==> config.mk <==
export PLATFORM = sky130hd
export DESIGN_NAME = pc_sequencer
export DESIGN_NICKNAME = d
export VERILOG_FILES = /design/src/rtl/pc_seq_pkg.sv /design/src/rtl/loop_stack.sv /design/src/rtl/pc_sequencer.sv
export SDC_FILE = /design/constraint.sdc
export NUM_CORES = 1
export LEC_CHECK = 0
export ABC_AREA = 1
export BUFFER_PORTS_ARGS = -buffer_cell sky130_fd_sc_hd__buf_2
export CAP_MARGIN = 10
export CORE_MARGIN = 1
export CORE_UTILIZATION = 40
export CTS_BUF_LIST = sky130_fd_sc_hd__clkbuf_2
export DETAILED_ROUTE_END_ITERATION = 12
export PLACE_DENSITY = 0.56
export SLEW_MARGIN = 25
export SYNTH_ARGS = -nofsm -noshare
export SYNTH_HDL_FRONTEND = slang
export SYNTH_HIERARCHICAL = 1
export SYNTH_SLANG_ARGS = --single-unit
==> constraint.sdc <==
create_clock -name clk -period 8.15 [get_ports clk]
set_clock_uncertainty 0.05 [all_clocks]
set_input_delay 0.4075 -clock clk [delete_from_list [all_inputs] [get_ports clk]]
set_output_delay 0.4075 -clock clk [all_outputs]
set_load 0.01 [all_outputs]
==> src/rtl/pc_seq_pkg.sv <==
// Shared types for the program-counter sequencer: FSM states, hardware-loop
// stack entries and the per-cycle action priority used while running.
package pc_seq_pkg;

    // Entry fields are sized for the widest supported PC/count (C_WIDTH, C_CNT_WIDTH <= 32);
    // narrower instances zero-extend on push and slice on read.
    localparam int unsigned PC_MAX_W  = 32;
    localparam int unsigned CNT_MAX_W = 32;

    typedef enum logic [1:0] {
        ST_IDLE,
        ST_RUN,
        ST_HALTED
    } state_e;

    typedef struct packed {
        logic [PC_MAX_W-1:0]  start_pc;
        logic [PC_MAX_W-1:0]  end_pc;
        logic [CNT_MAX_W-1:0] remaining;
    } loop_entry_t;

    // Listed highest priority first; exactly one applies per enabled RUN cycle.
    typedef enum logic [2:0] {
        ACT_HOLD,
        ACT_LOAD,
        ACT_LOOP,
        ACT_PUSH,
        ACT_INC
    } act_e;

endpackage

==> src/rtl/loop_stack.sv <==
// LIFO of hardware-loop entries with push, pop, decrement-top and clear.
// Only the top entry is visible; all operations are gated by en.
module loop_stack
    import pc_seq_pkg::*;
#(
    parameter int DEPTH = 4,
    parameter int LVL_W = $clog2(DEPTH + 1)
) (
    input  logic             clk,
    input  logic             rst,
    input  logic             en,
    input  logic             clr,
    input  logic             push,
    input  logic             pop,
    input  logic             dec,
    input  loop_entry_t      push_entry,
    output loop_entry_t      top,
    output logic             full,
    output logic             empty,
    output logic [LVL_W-1:0] level
);

    localparam int IDX_W = (DEPTH > 1) ? $clog2(DEPTH) : 1;

    loop_entry_t      mem_q [1 << IDX_W];
    logic [LVL_W-1:0] level_q;
    logic [IDX_W-1:0] wr_idx;
    logic [IDX_W-1:0] top_idx;

    assign wr_idx  = IDX_W'(level_q);
    assign top_idx = IDX_W'(level_q - 1'b1);
    assign full    = (level_q == LVL_W'(DEPTH));
    assign empty   = (level_q == '0);
    assign level   = level_q;
    assign top     = mem_q[top_idx];

    always_ff @(posedge clk or posedge rst) begin
        if (rst) begin
            level_q <= '0;
        end else if (en) begin
            if (clr)                level_q <= '0;
            else if (push && !full) level_q <= level_q + 1'b1;
            else if (pop && !empty) level_q <= level_q - 1'b1;
        end
    end

    // Entry storage needs no reset: slots above level are never observed.
    always_ff @(posedge clk) begin
        if (en && !clr) begin
            if (push && !full)
                mem_q[wr_idx] <= push_entry;
            else if (dec && !pop && !empty)
                mem_q[top_idx].remaining <= mem_q[top_idx].remaining - 1'b1;
        end
    end

endmodule

==> src/rtl/pc_sequencer.sv <==
// Program-counter sequencer with nested zero-overhead hardware loops.
// IDLE -> RUN on start, RUN -> HALTED on halt, HALTED -> RUN restarts at C_START.
module pc_sequencer
    import pc_seq_pkg::*;
#(
    parameter int                 C_WIDTH      = 8,
    parameter int                 C_CNT_WIDTH  = 16,
    parameter int                 C_LOOP_DEPTH = 4,
    parameter logic [C_WIDTH-1:0] C_START      = '0,
    localparam int                LVL_W        = $clog2(C_LOOP_DEPTH + 1)
) (
    input  logic                   clk,
    input  logic                   rst,
    input  logic                   clken,
    input  logic                   start,
    input  logic                   halt,
    input  logic                   load,
    input  logic [C_WIDTH-1:0]     load_value,
    input  logic                   loop_push,
    input  logic [C_WIDTH-1:0]     loop_end,
    input  logic [C_CNT_WIDTH-1:0] loop_count,
    output logic [C_WIDTH-1:0]     count,
    output logic                   busy,
    output logic                   done,
    output logic [LVL_W-1:0]       loop_level,
    output logic                   err
);

    state_e               state_q, state_d;
    logic [C_WIDTH-1:0]   count_q, count_d;
    logic                 err_q, err_d;
    logic                 busy_q, done_q;
    act_e                 act;

    logic                 stk_push, stk_pop, stk_dec, stk_clr;
    logic                 stk_full, stk_empty;
    loop_entry_t          push_entry, top_entry;
    logic [C_WIDTH-1:0]   top_start, top_end, count_inc;
    logic [C_CNT_WIDTH-1:0] top_rem;
    logic                 at_end, push_bad;
    logic                 unused_top_bits;

    assign top_start       = top_entry.start_pc[C_WIDTH-1:0];
    assign top_end         = top_entry.end_pc[C_WIDTH-1:0];
    assign top_rem         = top_entry.remaining[C_CNT_WIDTH-1:0];
    assign unused_top_bits = ^top_entry;

    assign count_inc = count_q + 1'b1;
    assign at_end    = !stk_empty && (count_q == top_end);
    // Equal end addresses would need two pops in one cycle, so they are rejected.
    assign push_bad  = stk_full || (loop_end <= count_q) ||
                       (!stk_empty && (loop_end == top_end));

    assign push_entry.start_pc  = PC_MAX_W'(count_inc);
    assign push_entry.end_pc    = PC_MAX_W'(loop_end);
    assign push_entry.remaining = CNT_MAX_W'(loop_count);

    always_comb begin
        act = ACT_INC;
        if (halt)           act = ACT_HOLD;
        else if (load)      act = ACT_LOAD;
        else if (at_end)    act = ACT_LOOP;
        else if (loop_push) act = ACT_PUSH;
    end

    always_comb begin
        state_d  = state_q;
        count_d  = count_q;
        err_d    = err_q;
        stk_push = 1'b0;
        stk_pop  = 1'b0;
        stk_dec  = 1'b0;
        stk_clr  = 1'b0;
        case (state_q)
            ST_IDLE: begin
                if (load)  count_d = load_value;
                if (start) state_d = ST_RUN;
            end
            ST_RUN: begin
                case (act)
                    ACT_HOLD: state_d = ST_HALTED;
                    ACT_LOAD: count_d = load_value;
                    ACT_LOOP: begin
                        if (top_rem > C_CNT_WIDTH'(1)) begin
                            count_d = top_start;
                            stk_dec = 1'b1;
                        end else begin
                            count_d = count_inc;
                            stk_pop = 1'b1;
                        end
                        if (loop_push) err_d = 1'b1;
                    end
                    ACT_PUSH: begin
                        if (push_bad) begin
                            err_d   = 1'b1;
                            count_d = count_inc;
                        end else if (loop_count == '0) begin
                            count_d = loop_end + 1'b1;
                        end else begin
                            stk_push = 1'b1;
                            count_d  = count_inc;
                        end
                    end
                    default: count_d = count_inc;
                endcase
            end
            ST_HALTED: begin
                if (start) begin
                    state_d = ST_RUN;
                    count_d = C_START;
                    err_d   = 1'b0;
                    stk_clr = 1'b1;
                end
            end
            default: state_d = ST_IDLE;
        endcase
    end

    always_ff @(posedge clk or posedge rst) begin
        if (rst) begin
            state_q <= ST_IDLE;
            count_q <= C_START;
            err_q   <= 1'b0;
            busy_q  <= 1'b0;
            done_q  <= 1'b0;
        end else if (clken) begin
            state_q <= state_d;
            count_q <= count_d;
            err_q   <= err_d;
            busy_q  <= (state_d == ST_RUN);
            done_q  <= (state_d == ST_HALTED);
        end
    end

    loop_stack #(
        .DEPTH (C_LOOP_DEPTH),
        .LVL_W (LVL_W)
    ) u_stack (
        .clk        (clk),
        .rst        (rst),
        .en         (clken),
        .clr        (stk_clr),
        .push       (stk_push),
        .pop        (stk_pop),
        .dec        (stk_dec),
        .push_entry (push_entry),
        .top        (top_entry),
        .full       (stk_full),
        .empty      (stk_empty),
        .level      (loop_level)
    );

    assign count = count_q;
    assign busy  = busy_q;
    assign done  = done_q;
    assign err   = err_q;

endmodule

### Word-level counts from Yosys, hierarchy flattened

Memory sizes are Yosys's and may differ from the RTL's.
Cells that the tools add are included.

* $add $sub $neg: 5
* $lt $le $gt $ge: 2
* equality and inequality tests: 16
* multiplexer cells: 44
* reduce and logical (&&, ||, !) cells: 25

Operators with widths (count)
* $mux W48: 1
* $reduce_or A48 Y1: 1
* $mux W8: 5
* $pmux W8 S4: 1
* $sub A32 B1 Y32 const B: 1
* $pmux W8 S3: 1
* $mux W1: 22
* $mux W3: 7
* $add A8 B1 Y8 const B: 2
* $eq A8 B8 Y1: 2
* $gt A16 B1 Y1 const B: 1
* $logic_not A16 Y1: 1
* $le A8 B8 Y1: 1
* $mux W2: 4
* $logic_and A1 B1 Y1: 7
* $eq A3 B2 Y1 const B: 2
* $logic_not A3 Y1: 2
* $ne A2 B2 Y1 const B: 3
* $ne A3 B3 Y1 const B: 2
* $reduce_and A6 Y1: 1
* $reduce_bool A3 Y1: 2
* $reduce_and A5 Y1: 1
* $eq A2 B1 Y1 const B: 2
* $eq A2 B2 Y1 const B: 2
* other kinds (13): 18

* register bits after elaboration: 16
* RAM bits: 192
* logic and storage cells: 99
* memories: 1

Memories
* u_stack.mem_q: depth 4, width 48, rd ports 1, clocked after Yosys merged registers in 0, wr ports 1, RTL line loop_stack.sv:25 `loop_entry_t mem_q [1 << IDX_W];`

### Depth between registers and ports, before layout

An unclocked memory read counts as a cell.

* depth after elaboration: 19
* gate-level depth with buffers: 33
* gate-level depth less buffers: 23

### Cells and area by module

Netlist, hierarchy kept.

Modules (own cells, without submodules)
* loop_stack: instances 1, cells each 1480, area each 16532.1 um2, seq. area each 11606.1 um2
* pc_sequencer: instances 1, cells each 400, area each 2139.6 um2, seq. area each 325.3 um2

### Least setup slack after synthesis

No wires, ideal clock.

* kind: register to register
* start: register u_stack.level_q[0] (netlist: u_stack/level[0])
* end: memory u_stack/mem_q[1][32] (netlist name) (enable)
* library setup time: 487 ps
* arrival: 6903 ps
* path slack: 711 ps
* stages on the path, launching flop included: 32
* buffers on the path: 10
* clock period less this slack: 7439 ps
* cell sequence: dfrtp_1 buf_6 inv_4 buf_6 buf_2 buf_2 buf_2 ha_1 buf_6 inv_4 buf_4 buf_4 clkbuf_1 o21ai_0 o22ai_1 inv_1 nand2_1 nand2_1 nand2_1 nor2_1 nand3_2 nand3_2 nor2_1 nand2_1 nor2_1 nand2_1 nand3_1 clkbuf_1 o21ai_0 inv_1 nand2_1 nor2_1

RTL lines
* start: declaration: RTL line loop_stack.sv:26 `logic [LVL_W-1:0] level_q;`
* start signal: assignment: RTL line loop_stack.sv:42 `else if (push && !full) level_q <= level_q + 1'b1;`
* start signal: assignment: RTL line loop_stack.sv:43 `else if (pop && !empty) level_q <= level_q - 1'b1;`
* end: declaration: RTL line loop_stack.sv:25

==> reports/metrics.yaml <==
syn2layout_area_growth_pct: 11.1
cts_tree: "done"
first_pass_iters: 5
hold_buffers: 24
clk_path_buf_depth: 2
peakVddDrop_mv: 0.109
nFillCells: 1995
setup_ws_ns: 2.80
rows: 51
critPathKind: "reg -> reg"
syn_area_um2: 8200
die_w_um: 145
grt_start_max_net_pins: 69
grt_first_pass_wirelength_um: 33100
ios: 53
drive_gt1_share_pct: 13.5
ant_nets: 0
wire_per_inst_um: 15.9
grt_use_total_pct: 20.2
clk_pin_slew_ns: 0.23
initial_core_util_pct: 41.4
drt_iter0_drc: 409
grt-ovfl-total: 0
cts_inserted_buffers: 17
timing.fmax_mhz: 187
end_kind: "flop"
grt_antenna_before_repair: 1
min_period_ns: 5.35
fin_nets: 1093
finalHoldViolations: 0
coreArea_um2: 19800
clock_latency_ns: 0.73
hold_slack_ns: 0.0843
tns_ns: 0
syn_inst: 985
dp_cells: 1256
drc_errors: 0
drt_wl_total_um: 20900
power.total_mw: 2.93
cp_max_fo: 67
status: "finished clean"
min_from: "loop_count[2]"
instances_no_fill: 1315
mostFrequentLayoutCell: "nand2_1"
die_y_um: 145
rsz0062_at_grt: "no"
dpl-instance-area_um2: 8550
dieArea_um2: 21100
min_path_type: "in -> reg"
grt_use_met2_pct: 34.7
synth_fp_nets: 1042
post-cts-setup-buffers: 0
cp.arrival_ns: 5.71
stdcell_area_um2: 9100
routed-via-count: 6570
grt_busiest_layer: "met2"
cts_htree_levels: 4
final_cell_mix: "273 x nand2_1, 131 x nor2_1, 128 x edfxtp_1"
place_ws_ns: 2.55
startpoint: "u_stack/level[0]$_DFFE_PP0P_"
grt_pass1_vias: 6335
dp_hpwl_um: 14600
clock_sinks: 144
ys_warn_count: 6
report.final.slew_viol_count: 0
place.gp.congestion: 0.951
final_util_pct: 46.0
powerDensity_nw_per_um2: 322
met3_usage_pct: 3.62
portBuffers: 52
avgSynthCellArea_um2: 8.32
cap_viol_max_count: 0
avgViaCountPerCell: 5.00
timing.final.crit_share_pct: 65.7
cts_root_buf: "clkbuf_2"
setup_viol: 0
met1_usage_pct: 25.8
cp_data_required_time_ns: 8.51
reg2reg_from: "u_stack/level[0]$_DFFE_PP0P_"
cts_resized: 0
slew_headroom_pct: 50.3
tightest_slew_ns: 0.746
p_leak_nw: 3.88
crit_path_start_kind: "flop"
## worst paths after layout
kind                                                       end  slack, ns  cells after the start
worst max-delay path            u_stack/mem_q[2][64]$_DFFE_PP_       2.80                     22
worst min-delay path             u_stack/mem_q[3][2]$_DFFE_PP_       0.08                      3
worst max register to register  u_stack/mem_q[2][64]$_DFFE_PP_       2.80                     22
worst min register to register                busy$_DFFE_PP0P_       0.50                      2
max in group asynchronous         u_stack/level[0]$_DFFE_PP0P_       7.29                      4
min in group asynchronous                     busy$_DFFE_PP0P_       0.21                      3
## layout make-up
type / instances / area, µm² / area share, %
clock inverters: 14 / 198 / 2.17
well taps: 265 / 332 / 3.64
multi-input cells: 678 / 3230 / 35.5
clock buffers: 18 / 90.1 / 0.990
diodes: 1 / 2.50 / 0.0275
inverters: 106 / 403 / 4.43
repair buffers: 89 / 603 / 6.63
flip-flops and latches: 144 / 4250 / 46.6
## where the power goes
group | switching (mW) | internal, mW
combinational | 1.05 | 0.457
clock | 0.288 | 0.185
sequential | 0.0677 | 0.883
## registers in the layout, indices dropped and copies added (netlist names)
name and count:
state_q 2, busy 1, err 1, done 1, u_stack/level 3, count 8, u_stack/mem_q 128
## worst max-delay path: stages, from the launching register on
cell	delay [ns]
dfrtp_2	0.48
inv_4	0.50
ha_1	0.71
buf_4	0.38
o21ai_0	0.14
o22ai_1	0.38
inv_1	0.10
nand2_1	0.08
nand2_1	0.05
nand2_1	0.06
nor2_1	0.04
nand3_2	0.15
nand3_2	0.19
nor2_1	0.22
nand2_1	0.12
nor2_1	0.10
nand2_1	0.13
nand3_1	0.11
buf_4	0.25
xor2_1	0.26
nand2_1	0.11
nor2_1	0.11
buf_4	0.28
## metal layers
metal	wire [µm]	share of wire, %
met5	0	0
met4	355	1.7
met3	774	3.7
met2	10200	49
met1	9560	46
(Power assumes the default switching activity.)
